[config.mk]
export PLATFORM = sky130hd
export DESIGN_NAME = load_store_unit
export DESIGN_NICKNAME = d
export VERILOG_FILES = /design/src/rtl/lsu_pkg.sv /design/src/rtl/lsu_addr_gen.sv /design/src/rtl/load_store_unit.sv
export SDC_FILE = /design/constraint.sdc
export NUM_CORES = 1
export LEC_CHECK = 0
export ABC_AREA = 1
export BUFFER_PORTS_ARGS = -buffer_cell sky130_fd_sc_hd__buf_4
export CORE_MARGIN = 1.5
export CORE_UTILIZATION = 25
export CTS_BUF_LIST = sky130_fd_sc_hd__clkbuf_4
export DETAILED_ROUTE_END_ITERATION = 10
export GPL_TIMING_DRIVEN = 0
export PLACE_DENSITY = 0.5
export SLEW_MARGIN = 5
export SYNTH_ARGS = -nofsm -noshare
export SYNTH_HDL_FRONTEND = slang
export SYNTH_HIERARCHICAL = 1
export SYNTH_SLANG_ARGS = --single-unit
[constraint.sdc]
create_clock -name clk -period 2.5 [get_ports clk]
set_input_delay 0.625 -clock clk [delete_from_list [all_inputs] [get_ports clk]]
set_output_delay 0.625 -clock clk [all_outputs]
set_load 0.02 [all_outputs]
[src/rtl/lsu_pkg.sv]
// Shared types and widths for the load/store unit and its address generator.
package lsu_pkg;
  localparam int DADDR_W = 16;
  localparam int DATA_W  = 8;

  typedef enum logic [1:0] {
    IDLE,
    LOAD,
    STORE,
    WB
  } lsu_state_t;
endpackage

[src/rtl/lsu_addr_gen.sv]
// Effective-address adder: base plus extended offset, with wrap detection
// for both carry (positive offset) and borrow (negative offset).
module lsu_addr_gen
  import lsu_pkg::*;
#(
  parameter int OFFSET_SIGNED = 1
) (
  input  logic [DADDR_W-1:0] base,
  input  logic [DATA_W-1:0]  offset,
  output logic [DADDR_W-1:0] ea,
  output logic               wrap
);

  logic               neg_off;
  logic [DADDR_W-1:0] ext_off;
  logic [DADDR_W:0]   sum;

  // A negative offset is added as its two's complement, so a missing carry means a borrow
  always_comb begin
    neg_off = (OFFSET_SIGNED != 0) && offset[DATA_W-1];
    ext_off = neg_off ? {{(DADDR_W-DATA_W){1'b1}}, offset}
                      : {{(DADDR_W-DATA_W){1'b0}}, offset};
    sum     = {1'b0, base} + {1'b0, ext_off};
    ea      = sum[DADDR_W-1:0];
    wrap    = neg_off ? ~sum[DADDR_W] : sum[DADDR_W];
  end

endmodule

[src/rtl/load_store_unit.sv]
// Memory stage: one load or store in flight, drives the data memory ports
// and returns load results to writeback through a valid/ready handshake.
module load_store_unit
  import lsu_pkg::*;
#(
  parameter int REG_AW        = 3,
  parameter int OFFSET_SIGNED = 1
) (
  input  logic               clk,
  input  logic               reset,
  input  logic               req_valid,
  output logic               req_ready,
  input  logic               req_is_store,
  input  logic [DADDR_W-1:0] req_base,
  input  logic [DATA_W-1:0]  req_offset,
  input  logic [DATA_W-1:0]  req_wdata,
  input  logic [REG_AW-1:0]  req_rd,
  output logic               wb_valid,
  input  logic               wb_ready,
  output logic [REG_AW-1:0]  wb_rd,
  output logic [DATA_W-1:0]  wb_data,
  output logic               addr_wrap,
  output logic [DADDR_W-1:0] data_rd_addr,
  output logic [DADDR_W-1:0] data_wr_addr,
  output logic [DATA_W-1:0]  datamem_wr_data,
  output logic               store_to_mem,
  input  logic [DATA_W-1:0]  dmem_dout
);

  lsu_state_t         state, next_state;
  logic [DADDR_W-1:0] ea;
  logic               wrap;
  logic               accept;
  logic [REG_AW-1:0]  pend_rd;

  lsu_addr_gen #(.OFFSET_SIGNED(OFFSET_SIGNED)) u_addr_gen (
    .base   (req_base),
    .offset (req_offset),
    .ea     (ea),
    .wrap   (wrap)
  );

  assign req_ready = (state == IDLE);
  assign accept    = req_valid && req_ready;

  always_ff @(posedge clk or negedge reset) begin
    if (!reset) state <= IDLE;
    else        state <= next_state;
  end

  always_comb begin
    next_state = state;
    case (state)
      IDLE:    if (req_valid) next_state = req_is_store ? STORE : LOAD;
      LOAD:    next_state = WB;
      STORE:   next_state = IDLE;
      WB:      if (wb_ready) next_state = IDLE;
      default: next_state = IDLE;
    endcase
  end

  // Destination register is latched at acceptance since execute may move on afterwards
  always_ff @(posedge clk or negedge reset) begin
    if (!reset) begin
      addr_wrap       <= 1'b0;
      data_rd_addr    <= '0;
      data_wr_addr    <= '0;
      datamem_wr_data <= '0;
      store_to_mem    <= 1'b0;
      pend_rd         <= '0;
      wb_valid        <= 1'b0;
      wb_data         <= '0;
      wb_rd           <= '0;
    end else begin
      if (accept) begin
        addr_wrap <= wrap;
        if (req_is_store) begin
          data_wr_addr    <= ea;
          datamem_wr_data <= req_wdata;
          store_to_mem    <= 1'b1;
        end else begin
          data_rd_addr <= ea;
          pend_rd      <= req_rd;
        end
      end
      if (state == STORE) store_to_mem <= 1'b0;
      if (state == LOAD) begin
        wb_valid <= 1'b1;
        wb_data  <= dmem_dout;
        wb_rd    <= pend_rd;
      end
      if (state == WB && wb_ready) wb_valid <= 1'b0;
    end
  end

endmodule

# --- Word level (Yosys, flattened, before mapping) ---
# Index checks and enable logic that the tools add are counted.
# W data, S select, Z words.
op_classes:
  n_eq_ne: 5
  addsub: 1
  div_mod_pow: 0
  n_reduce_logical: 10
  order_cmp: 0
  multipliers: 0
  n_mux: 11
  shift: 0
  n_bitwise: 2
ops:
  columns: ["cell", "count"]
  rows:
  - ["$add A16 B16 Y17", 1]
  - ["$mux W16", 1]
  - ["$pmux W2 S4", 1]
  - ["$reduce_and A2 Y1", 4]
  - ["$mux W1", 6]
  - ["$mux W2", 3]
  - ["$reduce_bool A2 Y1", 3]
  - ["$eq A2 B2 Y1 const B", 2]
  - ["$ne A2 B2 Y1 const B", 2]
  - ["$eq A2 B1 Y1 const B", 1]
  - ["$logic_and A1 B1 Y1", 2]
  - ["$logic_not A2 Y1", 1]
  - ["$not A1 Y1", 2]
word_totals:
  wordCells: 39
  register_bits: 59
  ram_bits: 0
  in_bits: 48
  mem_count: 0
  romBits: 0
  latchBits: 0

# --- Logic depth before layout (Yosys ltp) ---
depth:
  word_depth: 4
  mapped_depth: 12

# --- Cells and area by module ---
# Netlist, hierarchy kept.
by_module_without_submodules:
  columns: ["module", "instances", "cells_each", "area_per_inst_um2"]
  rows:
  - ["load_store_unit", 1, 268, 2462.4]
  - ["lsu_addr_gen", 1, 196, 1012.2]

# --- Least setup slack after synthesis ---
# Ideal clock, no wire load.
synth_timing:
  path_kind: "input to register"
  start: "input port req_offset[0]"
  end: "register data_wr_addr[14]"
  path_buffers: 0
  setup_slack_ns: 0.522
  t_arrival_ns: 1.861
  cell_stages: 12
  cell_sequence: "ha_1 fa_1 nand2_1 nand2_1 nand3b_1 nand2_2 nand2_1 nand2_1 nand2_1 nand2_1 nand4_1 nand2_1"
synth_between:
  elab_chain_len: 2
synth_rtl:
  columns: ["element", "line", "rtl"]
  rows:
  - ["from (decl)", "load_store_unit.sv:15", "input logic [DATA_W-1:0] req_offset,"]
  - ["$mux W16", "lsu_addr_gen.sv:21", "ext_off = neg_off ? {{(DADDR_W-DATA_W){1'b1}}, offset}"]
  - ["$add A16 B16 Y17", "lsu_addr_gen.sv:23", "sum = {1'b0, base} + {1'b0, ext_off};"]
  - ["named net ea[14]", "load_store_unit.sv:31", "logic [DADDR_W-1:0] ea;"]
  - ["to (signal assigned)", "load_store_unit.sv:67", "data_wr_addr <= '0;"]
  - ["to (signal assigned)", "load_store_unit.sv:78", "data_wr_addr <= ea;"]
  - ["to (decl)", "load_store_unit.sv:24", "output logic [DADDR_W-1:0] data_wr_addr,"]
# The timed path passes the listed nets, and every way through them passes these cells.
# A chain may end at the register's enable or synchronous reset.

# --- Worst setup path in the final report ---
layout_timing:
  start: "register state[0]"
  end: "output port req_ready"
layout_between:
  elab_chain_len: 1
layout_rtl:
  columns: ["element", "line", "rtl"]
  rows:
  - ["from (decl)", "load_store_unit.sv:30", "lsu_state_t state, next_state;"]
  - ["from (signal assigned)", "load_store_unit.sv:48", "else state <= next_state;"]
  - ["$logic_not A2 Y1", "load_store_unit.sv:43", "assign req_ready = (state == IDLE);"]
  - ["to (decl)", "load_store_unit.sv:12", "output logic req_ready,"]
# Every way passes these cells.

==> impl_metrics.env <==
export IMPL_status="finished, final reports clean"
export IMPL_tns_ns=0
export IMPL_antenna_found_initial=0
export IMPL_detailed_place_hpwl_mm=7.68
export IMPL_final_max_slew_violation_count=0
export IMPL_mostFrequentLayoutCells="nand2_1 (209), buf_4 (101), dfrtp_1 (59)"
export IMPL_cts_tree="built"
export IMPL_final_area_um2=4550
export IMPL_leakage_nw=2.60
export IMPL_drtAntennaViolNets=0
export IMPL_ir_worst_vdd_v=0.000243
export IMPL_routedWlPerCell_um=12.9
export IMPL_nFillCells=1460
export IMPL_worstSkewPairLatency_ns=0.40
export IMPL_synth_largest_area_cell="dfrtp_1"
export IMPL_start_kind="flip-flop"
export IMPL_hold_ws_ns=0.289
export IMPL_synth_fp_nets=529
export IMPL_clock_sinks=59
export IMPL_cpPeakStageDelay_ns=0.48
export IMPL_crit_chain="nor2_4 -> buf_2 -> buf_4"
export IMPL_cp_max_fo=10
export IMPL_max_slew_margin=0.490
export IMPL_syn_cell_area_um2=3470
export IMPL_synth_warning_count=6
export IMPL_yosysUniqueCellTypes=24
export IMPL_grt_usage=0.141
export IMPL_synthToLayoutAreaGrowth_pct=30.9
export IMPL_antenna_cells=0
export IMPL_post_route_period_util=0.872
export IMPL_synth_top_area_frac=0.425
export IMPL_die_w_um=121
export IMPL_final_common_cell="nand2_1"
export IMPL_p_total_mw=4.64
export IMPL_crit_required_ns=1.88
export IMPL_io_pins=103
export IMPL_coreArea_um2=13400
export IMPL_fin_util=0.339
export IMPL_post_route_min_period_ns=2.18
export IMPL_layout_drive_gt1_share=0.260
export IMPL_port_buffers=101
export IMPL_crit_type="reg -> out"
export IMPL_synthCells=464
export IMPL_cts_htree_levels=3
export IMPL_overflow=0
export IMPL_dieHeight_um=121
export IMPL_max_freq_mhz=459
export IMPL_r2r_end="data_wr_addr[5]$_DFFE_PN0P_"
export IMPL_min_delay_path_class="in -> async"
export IMPL_fin_skew_ns=0.0136
export IMPL_seqCellArea_um2=1480
export IMPL_reg2regPathDepth=5
export IMPL_hold_viol_final=0
export IMPL_cts_setup_buffers=0
export IMPL_maxCapViolations=0
export IMPL_hold_buffers=0
export IMPL_placementRows=42
export IMPL_multi_input_area_um2=1700
export IMPL_avgSynthCellArea_um2=7.49
export IMPL_power_density_nw_per_um2=1020
export IMPL_cts_clk_slew_worst_paths_ns=0.10
export IMPL_cts_buffers=9
export IMPL_root_buffer="clkbuf_4"
export IMPL_tightest_slew_ns=0.765
export IMPL_dieArea_um2=14600
export IMPL_initial_utilization=0.259
export IMPL_grt_pass1_wl_mm=16.0
export IMPL_synth_seq_cells=59
export IMPL_crit_arrival_ns=1.55
export IMPL_post_cts_resized=0
export IMPL_drc=0
export IMPL_routed_wl_mm=9.73
export IMPL_synth_area_leaders="dfrtp_1 (42%), nand2_1 (23%), nand4_1 (7.7%)"
export IMPL_vias=3290
export IMPL_r2r_setup_slack_ns=1.13
export IMPL_cts_buffer_depth=2
export IMPL_worstReg2RegStart="state[0]$_DFFE_PN0P_"
export IMPL_grt_pass1_vias=3249
export IMPL_rsz0062_at_grt="false"
export IMPL_drtIter0Drc=171
export IMPL_gp_congestion=0.739
export IMPL_grt_max_degree=60
export IMPL_cp_slowest_cell="dfrtp_1"
export IMPL_yosysSeqAreaShare=0.425
export IMPL_setup_violations=0
export IMPL_routed_via_density=4.35
export IMPL_nets=641
export IMPL_place_area_um2=4450
export IMPL_dr_pass1_iters=4
export IMPL_end_kind="output port"
-- cell usage after synthesis --
| master | count |
|---|---|
| nand2_1 | 209 |
| dfrtp_1 | 59 |
| inv_1 | 43 |
| nand4_1 | 43 |
| nand3_1 | 22 |
| ha_1 | 16 |
| buf_2 | 13 |
| nand2_2 | 10 |
| a21oi_1 | 8 |
| nor2_1 | 8 |
| xor2_1 | 5 |
| buf_6 | 4 |
| inv_2 | 4 |
| nor3_2 | 4 |
| clkbuf_1 | 3 |
| nand3b_1 | 3 |
| or2_1 | 2 |
| xnor2_1 | 2 |
| buf_1 | 1 |
| fa_1 | 1 |
| nand3_2 | 1 |
| nand3_4 | 1 |
| nor2_4 | 1 |
| o21ai_0 | 1 |
-- metal layers --
metal / GRT usage / part of all wire / up-vias / wire length, µm
li1: - / - / 1712 / -
met1: 0.188 / 0.47 / 1475 / 4560
met2: 0.231 / 0.46 / 92 / 4480
met3: 0.0268 / 0.057 / 11 / 555
met4: 0.0441 / 0.013 / 0 / 128
met5: 0 / 0 / - / 0
-- sequential cells by signal, summed over array words and instances, names as in the netlist --
register         cells
data_wr_addr        16
store_to_mem         1
wb_valid             1
datamem_wr_data      8
addr_wrap            1
state                2
wb_data              8
data_rd_addr        16
wb_rd                3
pend_rd              3
-- cells by family (layout without fill, tap and decap cells) --
group / after synthesis / after routing / share of synthesized area
and+or+nand+nor: 304 / 304 / 0.394
buffers and inverters: 68 / 184 / 0.0868
DFF: 59 / 59 / 0.425
adders and majority gates: 17 / 17 / 0.0634
AOI/OAI and AO/OA: 9 / 9 / 0.0130
xor gates and xnor gates: 7 / 7 / 0.0176
-- critical path, delay by kind of cell (launching register included) --
kind                   cells  cell delay, ns
buffers and inverters      2            0.45
AND/OR/NAND/NOR            1            0.22
flip-flops                 1            0.48
-- power by group --
group	internal (mW)	switching (mW)	leakage [nW]
logic	0.963	1.47	1.81
registers	1.39	0.279	0.736
clock network	0.197	0.328	0.0585
total	2.55	2.08	2.60
-- layout make-up --
cell class,count,share of cell area
Tap cell,176,0.0484
Multi-Input combinational cell,337,0.373
Timing Repair Buffer,101,0.167
Sequential cell,59,0.325
Clock buffer,10,0.0165
Clock inverter,5,0.00468
Buffer,21,0.0275
Inverter,47,0.0388
-- worst max path at each step --
stage | cells after the start | endpoint | start | slack (ns)
6_report | 3 | req_ready | state[0]$_DFFE_PN0P_ | 0.32
3_5_place_dp | 13 | data_wr_addr[14]$_DFFE_PN0P_ | req_offset[0] | 0.19
3_3_place_gp | 13 | data_wr_addr[14]$_DFFE_PN0P_ | req_offset[0] | 0.20
2_1_floorplan | 12 | data_wr_addr[14]$_DFFE_PN0P_ | req_offset[0] | 0.52
4_1_cts | 3 | req_ready | state[0]$_DFFE_PN0P_ | 0.28
5_1_grt | 3 | req_ready | state[0]$_DFFE_PN0P_ | 0.23
-- stage by stage --
stage               std cells  worst slack, ns
floorplan                 464            0.522
global placement          741            0.200
detailed placement        741            0.189
CTS                       756            0.284
global route              756            0.229
finish                    756            0.320
Note: power is estimated with default switching activity, not from simulation.
